### src/rtl/msdap_pkg.sv
// rtl/msdap_pkg.sv - shared types for the MSDAP output serializer
// Purpose: result word width, left/right pair type and serializer state encoding.
// Ports: none (package).
package msdap_pkg;

  localparam int OUT_W = 40;

  typedef logic [OUT_W-1:0] out_word_t;

  typedef struct packed {
    out_word_t L;
    out_word_t R;
  } out_pair_t;

  typedef enum logic [1:0] {
    IDLE,
    SHIFT,
    GAP
  } ser_state_e;

endpackage

### src/rtl/msdap_out_serializer_if.sv
// rtl/msdap_out_serializer_if.sv - result input handshake and serial output bundle
// Purpose: groups the parallel result handshake and the framed serial outputs.
// Ports: in_valid/in_dataL/in_dataR (producer -> serializer), in_ready (serializer -> producer),
//        OutputL/OutputR/OutReady (serializer -> receiver).
// Modports: master = serializer side, slave = producer/receiver side.
interface msdap_out_serializer_if;
  import msdap_pkg::*;

  logic      in_valid;
  logic      in_ready;
  out_word_t in_dataL;
  out_word_t in_dataR;
  logic      OutputL;
  logic      OutputR;
  logic      OutReady;

  modport master (
    input  in_valid, in_dataL, in_dataR,
    output in_ready, OutputL, OutputR, OutReady
  );

  modport slave (
    output in_valid, in_dataL, in_dataR,
    input  in_ready, OutputL, OutputR, OutReady
  );

endinterface

### src/rtl/msdap_out_fifo.sv
// rtl/msdap_out_fifo.sv - two-entry FIFO of result pairs
// Purpose: absorbs burst alignment between the accumulator and the serializer.
// Ports: clk, rst_n (async active-low), clr (sync clear), push/wdata, pop/rdata, full, empty.
module msdap_out_fifo
  import msdap_pkg::*;
#(
  parameter type T = out_pair_t
) (
  input  logic clk,
  input  logic rst_n,
  input  logic clr,
  input  logic push,
  input  T     wdata,
  input  logic pop,
  output T     rdata,
  output logic full,
  output logic empty
);

  T           mem_q [2];
  logic       wr_ptr_q;
  logic       rd_ptr_q;
  logic [1:0] cnt_q;
  logic       do_push;
  logic       do_pop;

  assign full    = (cnt_q == 2'd2);
  assign empty   = (cnt_q == 2'd0);
  assign do_push = push && !full;
  assign do_pop  = pop && !empty;
  assign rdata   = mem_q[rd_ptr_q];

  always_ff @(posedge clk or negedge rst_n) begin
    if (!rst_n) begin
      wr_ptr_q <= 1'b0;
      rd_ptr_q <= 1'b0;
      cnt_q    <= 2'd0;
    end else if (clr) begin
      wr_ptr_q <= 1'b0;
      rd_ptr_q <= 1'b0;
      cnt_q    <= 2'd0;
    end else begin
      if (do_push) wr_ptr_q <= ~wr_ptr_q;
      if (do_pop)  rd_ptr_q <= ~rd_ptr_q;
      // Simultaneous push and pop leaves the count unchanged.
      cnt_q <= cnt_q + {1'b0, do_push} - {1'b0, do_pop};
    end
  end

  // Storage needs no reset: an entry is only read after it has been written.
  always_ff @(posedge clk) begin
    if (do_push && !clr) mem_q[wr_ptr_q] <= wdata;
  end

endmodule

### src/rtl/msdap_out_serializer.sv
// rtl/msdap_out_serializer.sv - MSB-first left/right result serializer framed by OutReady
// Purpose: buffers result pairs and shifts each out one bit per SCLK with a minimum idle gap.
// Ports: SCLK, Reset_n (async active-low), flush (sync abort), sif (master: result handshake
//        and serial outputs), busy (FSM active or buffer non-empty).
module msdap_out_serializer
  import msdap_pkg::*;
#(
  parameter int MIN_GAP = 1
) (
  input  logic                          SCLK,
  input  logic                          Reset_n,
  input  logic                          flush,
  msdap_out_serializer_if.master        sif,
  output logic                          busy
);

  ser_state_e state_q, state_d;
  out_word_t  sh_l_q, sh_l_d;
  out_word_t  sh_r_q, sh_r_d;
  logic [5:0] bit_cnt_q, bit_cnt_d;
  logic [3:0] gap_cnt_q, gap_cnt_d;
  logic       out_l_q, out_l_d;
  logic       out_r_q, out_r_d;
  logic       rdy_q, rdy_d;

  logic       fifo_full;
  logic       fifo_empty;
  logic       pop;
  out_pair_t  fifo_wdata;
  out_pair_t  fifo_rdata;

  // Full blocks input even when a pop happens in the same cycle.
  assign sif.in_ready = !fifo_full && !flush;
  assign fifo_wdata   = '{L: sif.in_dataL, R: sif.in_dataR};
  assign busy         = (state_q != IDLE) || !fifo_empty;

  assign sif.OutputL  = out_l_q;
  assign sif.OutputR  = out_r_q;
  assign sif.OutReady = rdy_q;

  msdap_out_fifo #(.T(out_pair_t)) u_fifo (
    .clk   (SCLK),
    .rst_n (Reset_n),
    .clr   (flush),
    .push  (sif.in_valid && sif.in_ready),
    .wdata (fifo_wdata),
    .pop   (pop),
    .rdata (fifo_rdata),
    .full  (fifo_full),
    .empty (fifo_empty)
  );

  // Serial outputs default to 0 so they are forced low whenever OutReady is low.
  always_comb begin
    state_d   = state_q;
    sh_l_d    = sh_l_q;
    sh_r_d    = sh_r_q;
    bit_cnt_d = bit_cnt_q;
    gap_cnt_d = gap_cnt_q;
    out_l_d   = 1'b0;
    out_r_d   = 1'b0;
    rdy_d     = 1'b0;
    pop       = 1'b0;
    if (flush) begin
      state_d   = IDLE;
      sh_l_d    = '0;
      sh_r_d    = '0;
      bit_cnt_d = '0;
      gap_cnt_d = '0;
    end else begin
      case (state_q)
        IDLE: begin
          if (!fifo_empty) begin
            pop       = 1'b1;
            sh_l_d    = fifo_rdata.L;
            sh_r_d    = fifo_rdata.R;
            bit_cnt_d = 6'(OUT_W - 1);
            out_l_d   = fifo_rdata.L[OUT_W-1];
            out_r_d   = fifo_rdata.R[OUT_W-1];
            rdy_d     = 1'b1;
            state_d   = SHIFT;
          end
        end
        SHIFT: begin
          if (bit_cnt_q == 6'd0) begin
            gap_cnt_d = 4'(MIN_GAP - 1);
            state_d   = GAP;
          end else begin
            sh_l_d    = {sh_l_q[OUT_W-2:0], 1'b0};
            sh_r_d    = {sh_r_q[OUT_W-2:0], 1'b0};
            bit_cnt_d = bit_cnt_q - 6'd1;
            out_l_d   = sh_l_q[OUT_W-2];
            out_r_d   = sh_r_q[OUT_W-2];
            rdy_d     = 1'b1;
          end
        end
        GAP: begin
          // Always passes through IDLE, so the next word starts one edge later.
          if (gap_cnt_q == 4'd0) state_d = IDLE;
          else                   gap_cnt_d = gap_cnt_q - 4'd1;
        end
        default: state_d = IDLE;
      endcase
    end
  end

  always_ff @(posedge SCLK or negedge Reset_n) begin
    if (!Reset_n) begin
      state_q   <= IDLE;
      sh_l_q    <= '0;
      sh_r_q    <= '0;
      bit_cnt_q <= '0;
      gap_cnt_q <= '0;
      out_l_q   <= 1'b0;
      out_r_q   <= 1'b0;
      rdy_q     <= 1'b0;
    end else begin
      state_q   <= state_d;
      sh_l_q    <= sh_l_d;
      sh_r_q    <= sh_r_d;
      bit_cnt_q <= bit_cnt_d;
      gap_cnt_q <= gap_cnt_d;
      out_l_q   <= out_l_d;
      out_r_q   <= out_r_d;
      rdy_q     <= rdy_d;
    end
  end

endmodule

### src/flat_wrapper.sv
// flat-port wrapper written by rule: the top's interface ports become plain ports
module msdap_out_serializer_flat import msdap_pkg::*;
#(
  parameter int MIN_GAP = 1
)
  (SCLK, Reset_n, flush, busy, sif_in_valid, sif_in_dataL, sif_in_dataR, sif_in_ready, sif_OutputL, sif_OutputR, sif_OutReady);
  msdap_out_serializer_if sif_i ();
  input  logic SCLK;
  input  logic Reset_n;
  input  logic flush;
  output logic busy;
  input wire logic [$bits(sif_i.in_valid)-1:0] sif_in_valid;
  input wire logic [$bits(sif_i.in_dataL)-1:0] sif_in_dataL;
  input wire logic [$bits(sif_i.in_dataR)-1:0] sif_in_dataR;
  output wire logic [$bits(sif_i.in_ready)-1:0] sif_in_ready;
  output wire logic [$bits(sif_i.OutputL)-1:0] sif_OutputL;
  output wire logic [$bits(sif_i.OutputR)-1:0] sif_OutputR;
  output wire logic [$bits(sif_i.OutReady)-1:0] sif_OutReady;
  assign sif_i.in_valid = sif_in_valid;
  assign sif_i.in_dataL = sif_in_dataL;
  assign sif_i.in_dataR = sif_in_dataR;
  assign sif_in_ready = sif_i.in_ready;
  assign sif_OutputL = sif_i.OutputL;
  assign sif_OutputR = sif_i.OutputR;
  assign sif_OutReady = sif_i.OutReady;
  msdap_out_serializer #(.MIN_GAP(MIN_GAP)) u_core (.SCLK(SCLK), .Reset_n(Reset_n), .flush(flush), .sif(sif_i), .busy(busy));
endmodule
### config.mk
export PLATFORM = sky130hd
export DESIGN_NAME = msdap_out_serializer_flat
export DESIGN_NICKNAME = d
export VERILOG_FILES = /design/src/rtl/msdap_pkg.sv /design/src/rtl/msdap_out_serializer_if.sv /design/src/rtl/msdap_out_fifo.sv /design/src/rtl/msdap_out_serializer.sv /design/src/flat_wrapper.sv
export SDC_FILE = /design/constraint.sdc
export NUM_CORES = 1
export LEC_CHECK = 0
export CORE_UTILIZATION = 58
export CTS_CLUSTER_SIZE = 24
export DETAILED_ROUTE_END_ITERATION = 10
export PLACE_DENSITY = 0.9
export SETUP_SLACK_MARGIN = 0.1
export SLEW_MARGIN = 20
export SYNTH_ARGS = -nofsm -noshare
export SYNTH_HDL_FRONTEND = slang
export SYNTH_HIERARCHICAL = 1
export SYNTH_SLANG_ARGS = --single-unit
### constraint.sdc
create_clock -name SCLK -period 8.09 [get_ports SCLK]
set_input_delay 0.809 -clock SCLK [delete_from_list [all_inputs] [get_ports SCLK]]
set_output_delay 0.809 -clock SCLK [all_outputs]
set_load 0.005 [all_outputs]
==> out/results.ini, run 1 <==
[clock_tree]
clock_sinks=257
ctsResizeCount=0
hold_buffers=0
cts_made_buffers=25
cts_root_buf=clkbuf_16
post-cts-setup-buffers=0
htree_levels=1
clkLatencyLatePin_ps=510
clock_path_buffers=3
clkTransAtPathRegs_ps=60
cts_tree=done

[yosys]
synthMuxAreaShare=0.185
syn_avg_cell_area_um2=17.4
async_flop_share=0.377
synthFlopType=edfxtp_1
synth-compound-area-share=0.0787
syn-num-nets=720
synth_seq_area_share=0.659
synthCells=630
synth_xor_area_frac=0.00160
synth-seq-cells=257
synth-simple-area-share=0.0306
synth_top_family_by_area=multiplexers
syn_area_um2=11000
synth_cell_types=54
yosysWarnings=6
synth_edf_count=160
synth_adder_area_share=0.00685

[timing]
worst_pin_slew_ps=897
rsz0062_at_grt=no
final_hold_viol_count=0
finalCritPeriodShare=0.429
setup_viol=0
fin_tns_setup_ps=0
holdWs_ps=287
fmax_mhz=288
relSlewSlack=0.400
post-route-min-period_ps=3470
finalClockSkew_ps=6.60
finalMaxSlewViolations=0

[pwr]
p_clk_frac=0.323
p_switching_w=0.000878
p_per_area_nw_per_um2=275
combPwrFrac=0.191
irDropWorstVdd_v=0.000158
p_int_w=0.00261
p_sw_frac=0.252
p_seq_frac=0.485
cellLeakagePower_nw=5.01

[worst_setup_path]
slowest_delay_ps=870
rrSetupSlack_ps=5130
crit_buf_inv=3
worstPathArrival_ps=3610
path_max_fanout=43
crit_type=input pin to flip-flop
cpMostUsedCell=buf_4
crit_chain=clkdlybuf4s50_1 > nor2_1 > and2_1 > nand2b_4 > nor3b_2 > buf_4 > buf_4
critPathLaunchType=input pin
cp_top_family=buffers and inverters
crit_slowest_cell=clkdlybuf4s50_1
end_kind=flip-flop
required_ps=8230

[placed_design]
place_inst=919
io_buffers=88
gp_congestion=0.810
place_area_um2=11900
hpwl_um=12200

[run_status]
status=finished, final reports clean

[drt]
drt_pass1_iterations=6
vias_per_cell=5.98
drt_wl_total_um=20300
vias=5777
drc=0
drtIter0Drc=460
antenna_left=0
post_drt_wl_per_cell_um=21.0

[floorplanning]
die_area_um2=19500
fp.dieW_um=140
start_util=0.600
die_height_um=140
coreArea_um2=18300
ios=89
rows=49

[final_layout]
fin_util=0.694
drive_gt1_frac=0.280
n_antenna_cell=0
area_growth_syn_to_layout_pct=15.6
final_area_um2=12700
layout.cells.non_filler=966
finalNetCount=809

[global_routing]
first_global_vias=6251
grt_max_degree=82
grt_overflow=0
grt.total_usage=0.214
antenna_found_initial=0
grt_pass1_wl_um=32700

[job]
maxCapViolCount=0

[min_path]
hold_path.class=input pin to async pin

[synth_stat cells (5+ instances only)]
| master | count | area share |
|---|---|---|
| mux2_4 | 67 | 0.092 |
| nor2b_1 | 5 | 0.0029 |
| nor2_1 | 11 | 0.0038 |
| buf_12 | 8 | 0.015 |
| dfrtp_1 | 97 | 0.22 |
| clkbuf_8 | 7 | 0.0088 |
| mux2_2 | 81 | 0.083 |
| mux2i_1 | 11 | 0.010 |
| nand2_1 | 6 | 0.0021 |
| clkbuf_1 | 13 | 0.0044 |
| o2bb2ai_1 | 9 | 0.0072 |
| nand3_1 | 6 | 0.0027 |
| edfxtp_1 | 160 | 0.44 |
| a22o_1 | 67 | 0.054 |
| inv_1 | 11 | 0.0038 |
| ha_1 | 6 | 0.0068 |
| nor3_1 | 6 | 0.0027 |
[cell usage in the layout, fill, tap and decap left out, drive strengths merged, types with 7 or more instances in the layout]
cell           Yosys  routed
inv               11      11
mux2             148     148
a22o              67      67
clkdlybuf4s50      0      87
edfxtp           160     160
buf               17      11
mux2i             11      11
o2bb2ai            9       9
nor3               9       9
clkbuf            20      35
dfrtp             97      97
clkinv             0       7
nor2              12      12
[cells by family (layout without fill, tap and decap cells)]
kind of cell    count (synthesis)  count (layout)
flops                         257             257
mux                           159             159
compound gates                103             103
simple gates                   55              55
buf+inv                        48             155
fa+ha+maj                       6               6
xor+xnor                        2               2
[power by group through the flow]
stage | clock network [W] | logic [W] | registers (W)
final | 0.00113 | 0.000667 | 0.00169
after global routing | 0.00120 | 0.000716 | 0.00171
after CTS | 0.00115 | 0.000663 | 0.00169
after detailed placement | 0 | 0.000658 | 0.00171
after global placement | 0 | 0.000614 | 0.00170
after floorplan | 0 | 0.000561 | 0.00166
[metal layers]
layer  global-route usage  vias to the layer above  share of wire
li1                     -                     2593              -
met2                0.367                      185           0.51
met3               0.0334                       42          0.050
met4               0.0579                        0          0.019
met5                    0                        -              0
met1                0.285                     2957           0.42
[layout make-up]
type                            instances  area, µm²
Inverter                               11       41.3
Multi-Input combinational cell        325       3340
Clock buffer                           34        669
Fill cell                            1115       5590
Timing Repair Buffer                   99        981
Sequential cell                       257       7240
Clock inverter                         11        126
Tap cell                              229        287
[sequential cells by signal, summed over array words and instances (netlist names)]
signal / count
u_core/sh_r_q: 39
u_core/sif.OutputL: 1
u_core/state_q: 2
u_core/u_fifo/wr_ptr_q: 1
u_core/u_fifo/mem_q: 160
u_core/u_fifo/rd_ptr_q: 1
u_core/bit_cnt_q: 6
u_core/sif.OutputR: 1
u_core/gap_cnt_q: 4
u_core/sif.OutReady: 1
u_core/sh_l_q: 39
u_core/u_fifo/cnt_q: 2
[stage by stage]
stage | total power, W | worst slack (ps)
3_3_place_gp | 0.00231 | 4250
5_1_grt | 0.00362 | 4410
2_1_floorplan | 0.00223 | 218
6_report | 0.00349 | 4620
4_1_cts | 0.00351 | 4630
3_5_place_dp | 0.00237 | 4150
[worst reg2reg max path, delay by kind of cell, from the launching register on]
family | cells | cell delay (ps)
buffers and inverters | 1 | 700
flip-flops | 1 | 540
multiplexers | 1 | 390
AND/OR/NAND/NOR | 3 | 1220
[final timing paths]
check / from / to / cells after the start
max reg2reg: u_core/state_q[1] / u_core/sh_r_q[35] / 5
max in group asynchronous: Reset_n / u_core/u_fifo/rd_ptr_q / 2
min in group SCLK: u_core/sh_l_q[35] / u_core/sh_l_q[35] / 1
min reg2reg: u_core/sh_l_q[35] / u_core/sh_l_q[35] / 1
max: flush / u_core/u_fifo/mem_q[1][79] / 7
min: Reset_n / u_core/sh_l_q[1] / 1
Power figures use the tool's default switching activity.
==> run 2, diff against run 1 <==
--- a/config.mk
+++ b/config.mk
@@ -5,10 +5,10 @@
 export SDC_FILE = /design/constraint.sdc
 export NUM_CORES = 1
 export LEC_CHECK = 0
-export CORE_UTILIZATION = 58
+export CORE_UTILIZATION = 52
 export CTS_CLUSTER_SIZE = 24
 export DETAILED_ROUTE_END_ITERATION = 10
-export PLACE_DENSITY = 0.9
+export PLACE_DENSITY = 0.85
 export SETUP_SLACK_MARGIN = 0.1
 export SLEW_MARGIN = 20
 export SYNTH_ARGS = -nofsm -noshare
==> constraint.sdc (replaced) <==
create_clock -name SCLK -period 2.96 [get_ports SCLK]
set_input_delay 0.296 -clock SCLK [delete_from_list [all_inputs] [get_ports SCLK]]
set_output_delay 0.296 -clock SCLK [all_outputs]
set_load 0.005 [all_outputs]
==> run 2 against run 1 <==
Clock power rose to 3.0 times the previous value. Hold slack improved by 72 ps. Highest routed layer unchanged. Register-to-register slack got worse by 4400 ps. Clock skew rose by 4.1 ps. Setup slack got worse by 3900 ps. Via count fell by 2.1%.
==> out/results.ini, run 2 (synthesis gave the netlist of run 1 again) <==
[run_status]
status=finished, final reports clean  ; unchanged

[drt]
vias_per_cell=5.58  ; was 5.98
post_drt_wl_per_cell_um=18.8  ; was 21.0 µm
drt_wl_total_um=19100  ; was 20300 µm
drt_pass1_iterations=6  ; unchanged
drc=0  ; unchanged
vias=5658  ; was 5777
drtIter0Drc=315  ; was 460
antenna_left=0  ; unchanged

[global_routing]
top_usage_layer=met2  ; unchanged
met1_usage=0.244  ; was 0.285
antenna_found_initial=0  ; unchanged
met2_usage=0.315  ; was 0.367
grt_pass1_wl_um=32000  ; was 32700 µm
met3_usage=0.0301  ; was 0.0334
grt_overflow=0  ; unchanged
first_global_vias=6260  ; was 6251
grt_max_degree=81  ; was 82
grt.total_usage=0.185  ; was 0.214

[clock_tree]
hold_buffers=1  ; was 0
cts_root_buf=clkbuf_16  ; unchanged
cts_tree=done  ; unchanged
clock_sinks=257  ; unchanged
ctsResizeCount=0  ; unchanged
cts_made_buffers=25  ; unchanged
clock_path_buffers=3  ; unchanged
htree_levels=1  ; unchanged
post-cts-setup-buffers=0  ; unchanged
clkLatencyLatePin_ps=520  ; was 510 ps
clkTransAtPathRegs_ps=60  ; about the same

[timing]
relSlewSlack=0.406  ; was 0.400
holdWs_ps=359  ; was 287 ps
setup_viol=0  ; unchanged
fmax_mhz=439
post-route-min-period_ps=2280
finalCritPeriodShare=0.769
finalMaxSlewViolations=0  ; unchanged
rsz0062_at_grt=no  ; unchanged
fin_ws_ps=683  ; was 4620 ps
finalClockSkew_ps=10.7  ; was 6.60 ps
final_hold_viol_count=0  ; unchanged
worst_pin_slew_ps=892  ; was 897 ps

[pwr]
p_per_area_nw_per_um2=760  ; was 275 nW/µm²
combPwrFrac=0.189  ; was 0.191
p_sw_frac=0.246  ; was 0.252
cellLeakagePower_nw=5.12  ; was 5.01 nW
irDropWorstVdd_v=0.000630  ; was 0.000158 V
p_int_w=0.00742  ; was 0.00261 W
total_power_w=0.00984  ; was 0.00349 W
p_switching_w=0.00242  ; was 0.000878 W
p_clk_frac=0.345  ; was 0.323
p_seq_frac=0.466  ; was 0.485

[floorplanning]
fp.dieW_um=147  ; was 140 µm
ios=89  ; unchanged
coreArea_um2=20400  ; was 18300 µm²
die_height_um=147  ; was 140 µm
die_area_um2=21700  ; was 19500 µm²
rows=52  ; was 49
start_util=0.537  ; was 0.600

[final_layout]
finalNetCount=815  ; was 809
largest-register=u_core/u_fifo/mem_q  ; unchanged
drive_gt1_frac=0.298  ; was 0.280
largest_reg_flops=160  ; unchanged
area_growth_syn_to_layout_pct=18.1  ; was 15.6%
fin_util=0.634  ; was 0.694
reg.largest.list=u_core/u_fifo/mem_q x160, u_core/sh_l_q x39, u_core/sh_r_q x39  ; unchanged
final_common_cell=edfxtp_1  ; unchanged
final_cell_mix=160 x edfxtp_1, 96 x dfrtp_1, 87 x clkdlybuf4s50_1  ; unchanged
n_antenna_cell=0  ; unchanged
fillers=1438  ; was 1115

[min_path]
hold_path.class=input pin to flip-flop  ; was input pin to async pin

[worst_setup_path]
critPathLaunchType=flip-flop  ; was input pin
required_ps=3370  ; was 8230 ps
end_kind=flip-flop  ; unchanged
worstPathArrival_ps=2680  ; was 3610 ps
path_max_fanout=18  ; was 43
crit_type=flip-flop to flip-flop  ; was input pin to flip-flop

[placed_design]
io_buffers=88  ; unchanged
dp_slack_ps=510  ; was 4150 ps
hpwl_um=11700  ; was 12200 µm
gp_congestion=0.836  ; was 0.810

[job]
maxCapViolCount=0  ; unchanged

## run 2: final timing paths
kind / start / endpoint / slack [ps] / depth (start not counted)
worst max-delay path: u_core/bit_cnt_q[0] / u_core/sh_l_q[24] / 680 / 7
worst min-delay path: sif_in_dataR[19] / u_core/u_fifo/mem_q[0][19] / 360 / 1
worst max register to register: u_core/bit_cnt_q[0] / u_core/sh_l_q[24] / 680 / 7
worst min register to register: u_core/sh_l_q[34] / u_core/sh_l_q[34] / 490 / 1
max in group asynchronous: Reset_n / u_core/sh_l_q[12] / 1740 / 3
min in group asynchronous: Reset_n / u_core/sh_l_q[31] / 450 / 2
## run 2: worst max-delay path, cell delays in order (launching register included)
cell and delay [ps]:
dfrtp_1 400, inv_1 90, ha_1 210, nor2b_1 180
a21boi_4 220, nand2b_4 400, buf_4 330, mux2_4 330
## run 2: power groups by stage
stage	Combinational [W]	Clock (W)	Sequential, W
6_report	0.00186	0.00340	0.00459
3_5_place_dp	0.00186	0	0.00464
3_3_place_gp	0.00177	0	0.00461
5_1_grt	0.00201	0.00361	0.00464
4_1_cts	0.00187	0.00347	0.00459
2_1_floorplan	0.00154	0	0.00454
## run 2: through the flow
step	area, µm²	setup TNS [ps]	instances
after CTS	13000	0	1014
after global placement	12000	0	967
after detailed placement	12000	0	967
after global routing	13000	0	1014
final	13000	0	1014
after floorplan	11000	-51670	630
## run 2: metal layers
| layer | vias to the layer above | part of all wire |
|---|---|---|
| met5 | - | 0 |
| met4 | 0 | 0.023 |
| met3 | 42 | 0.044 |
| met2 | 125 | 0.50 |
| met1 | 2862 | 0.43 |
| li1 | 2629 | - |
## run 2: area by class of cell
cell class	count	area [µm²]	area share
clock buffer	31	689	0.0532
tap	270	338	0.0261
clock inverter	15	208	0.0160
multi-input combinational	325	3360	0.259
timing repair buffer	105	1080	0.0836
inverter	11	41.3	0.00319
sequential	257	7240	0.559
==> run 3, diff against run 2 <==
==> constraint.sdc (replaced) <==
create_clock -name SCLK -period 2 [get_ports SCLK]
set_input_delay 0.2 -clock SCLK [delete_from_list [all_inputs] [get_ports SCLK]]
set_output_delay 0.2 -clock SCLK [all_outputs]
set_load 0.005 [all_outputs]
==> run 3 against run 2 <==
Combinational power grew 89%. Setup slack lost 610 ps. Cell count grew 4.6%. Largest cell class unchanged. Utilization grew 3.6 points. Largest power group unchanged.
==> out/results.ini, run 3 (synthesis gave the netlist of run 1 again) <==
[floorplanning]
die_height_um=147  ; unchanged
fp.dieW_um=147  ; unchanged
rows=52  ; unchanged
coreArea_um2=20400  ; unchanged
die_area_um2=21700  ; unchanged
start_util=0.537  ; unchanged
ios=89  ; unchanged

[timing]
fin_ws_ps=73.0  ; was 683 ps
finalCritPeriodShare=0.963  ; was 0.769
finalClockSkew_ps=11.2  ; was 10.7 ps
finalMaxSlewViolations=0  ; unchanged
worst_pin_slew_ps=465  ; was 892 ps
setup_viol=0  ; unchanged
relSlewSlack=0.690  ; was 0.406
final_hold_viol_count=0  ; unchanged
holdWs_ps=94.0  ; was 359 ps
post-route-min-period_ps=1930  ; was 2280 ps
fin_tns_setup_ps=0  ; unchanged
fmax_mhz=519  ; was 439 MHz
rsz0062_at_grt=yes  ; was no

[clock_tree]
clock_path_buffers=3  ; unchanged
cts_made_buffers=25  ; unchanged
clkTransAtPathRegs_ps=60  ; about the same
clock_sinks=257  ; unchanged
clkLatencyLatePin_ps=510  ; was 520 ps
cts_root_buf=clkbuf_16  ; unchanged
htree_levels=1  ; unchanged
cts_tree=done  ; unchanged

[min_path]
hold_path.class=input pin to async pin  ; was input pin to flip-flop

[pwr]
irDropWorstVdd_v=0.000724  ; was 0.000630 V
p_per_area_nw_per_um2=1110  ; was 760 nW/µm²
cellLeakagePower_nw=5.45  ; was 5.12 nW

[global_routing]
antenna_found_initial=1  ; was 0
grt_max_degree=51  ; was 81
first_global_vias=6536  ; was 6260
grt.total_usage=0.200  ; was 0.185
grt_overflow=0  ; unchanged
grt_pass1_wl_um=34100  ; was 32000 µm

[worst_setup_path]
worstPathArrival_ps=2140  ; was 2680 ps
path_max_fanout=23  ; was 18
critPathLaunchType=flip-flop  ; unchanged
required_ps=2210  ; was 3370 ps
crit_type=flip-flop to flip-flop  ; unchanged
end_kind=flip-flop  ; unchanged

[final_layout]
largest_reg_flops=160  ; unchanged
drive_gt1_frac=0.367  ; was 0.298
finalNetCount=862  ; was 815
fillers=1326  ; was 1438
final_area_um2=13700  ; was 13000 µm²
reg.largest.list=u_core/u_fifo/mem_q x160, u_core/sh_l_q x39, u_core/sh_r_q x39  ; unchanged
final_common_cell=edfxtp_1  ; unchanged
final_cell_mix=160 x edfxtp_1, 93 x dfrtp_1, 85 x clkdlybuf4s50_1  ; was 160 x edfxtp_1, 96 x dfrtp_1, 87 x clkdlybuf4s50_1
largest-register=u_core/u_fifo/mem_q  ; unchanged
area_growth_syn_to_layout_pct=24.8  ; was 18.1%

[placed_design]
gp_congestion=0.836  ; about the same
io_buffers=88  ; unchanged
hpwl_um=13300  ; was 11700 µm
dp_slack_ps=-227  ; was 510 ps
place_area_um2=12400  ; was 12000 µm²

[drt]
drc=0  ; unchanged
antenna_left=0  ; unchanged
vias=5999  ; was 5658
drt_wl_total_um=22000  ; was 19100 µm
drtIter0Drc=403  ; was 315
post_drt_wl_per_cell_um=20.8  ; was 18.8 µm
vias_per_cell=5.65  ; was 5.58
drt_pass1_iterations=4  ; was 6

[run_status]
status=finished, final reports clean  ; unchanged

[job]
maxCapViolCount=0  ; unchanged

-- run 3: layer usage --
layer / share of wire / GRT usage / up-vias
met4: 0.023 / 0.0686 / 0
met3: 0.056 / 0.0329 / 47
met2: 0.51 / 0.346 / 197
met1: 0.41 / 0.257 / 3038
li1: - / - / 2717
met5: 0 / 0 / -
-- run 3: what timing repair did --
item,CTS,global route
gates resized for setup,18,15
hold buffers,1,0
endpoints found under the hold margin,97,0
pin swaps,4,5
buffers inserted,9,5
setup endpoints to repair,148,152
cloned,1,7
-- run 3: power by group --
part           internal [W]  switching [W]
logic               0.00202        0.00149
clock network       0.00298        0.00195
registers           0.00634       0.000467
total                0.0113        0.00390
-- run 3: final timing paths --
path | from | endpoint | slack, ps | cells past startpoint
min in group SCLK | sif_in_dataL[22] | u_core/u_fifo/mem_q[1][62] | 270 | 1
hold reg to reg | u_core/sh_l_q[33] | u_core/sh_l_q[33] | 490 | 1
setup / recovery | u_core/u_fifo/cnt_q[1] | u_core/u_fifo/mem_q[1][17] | 70 | 8
setup reg to reg | u_core/u_fifo/cnt_q[1] | u_core/u_fifo/mem_q[1][17] | 70 | 8
hold / removal | Reset_n | u_core/sif.OutputR | 90 | 2
max in group asynchronous | Reset_n | u_core/state_q[0] | 1150 | 3
-- run 3: critical path, stage by stage (launching register included) --
cell and delay (ps):
dfrtp_1 380, nor2b_4 130, nor2_2 100, and2_4 160
nand2b_4 80, buf_12 140, nor3b_4 250, buf_4 200
buf_12 180
-- run 3: final cells by class --
cell class,count,area [µm²],area share
Antenna cell,1,2.50,0.000183
Clock buffer,33,737,0.0539
Inverter,11,41.3,0.00302
Multi-Input combinational cell,326,3490,0.255
Sequential cell,257,7240,0.529
Clock inverter,12,143,0.0104
Timing Repair Buffer,151,1690,0.124
Tap cell,270,338,0.0247
-- run 3: through the flow --
step                      instances   util  total power, W
final                          1061  0.670          0.0152
after global routing           1061  0.670          0.0158
after CTS                      1048  0.658          0.0149
after detailed placement        992  0.606         0.00983
after global placement          992  0.606         0.00961
after floorplan                 630      -         0.00899
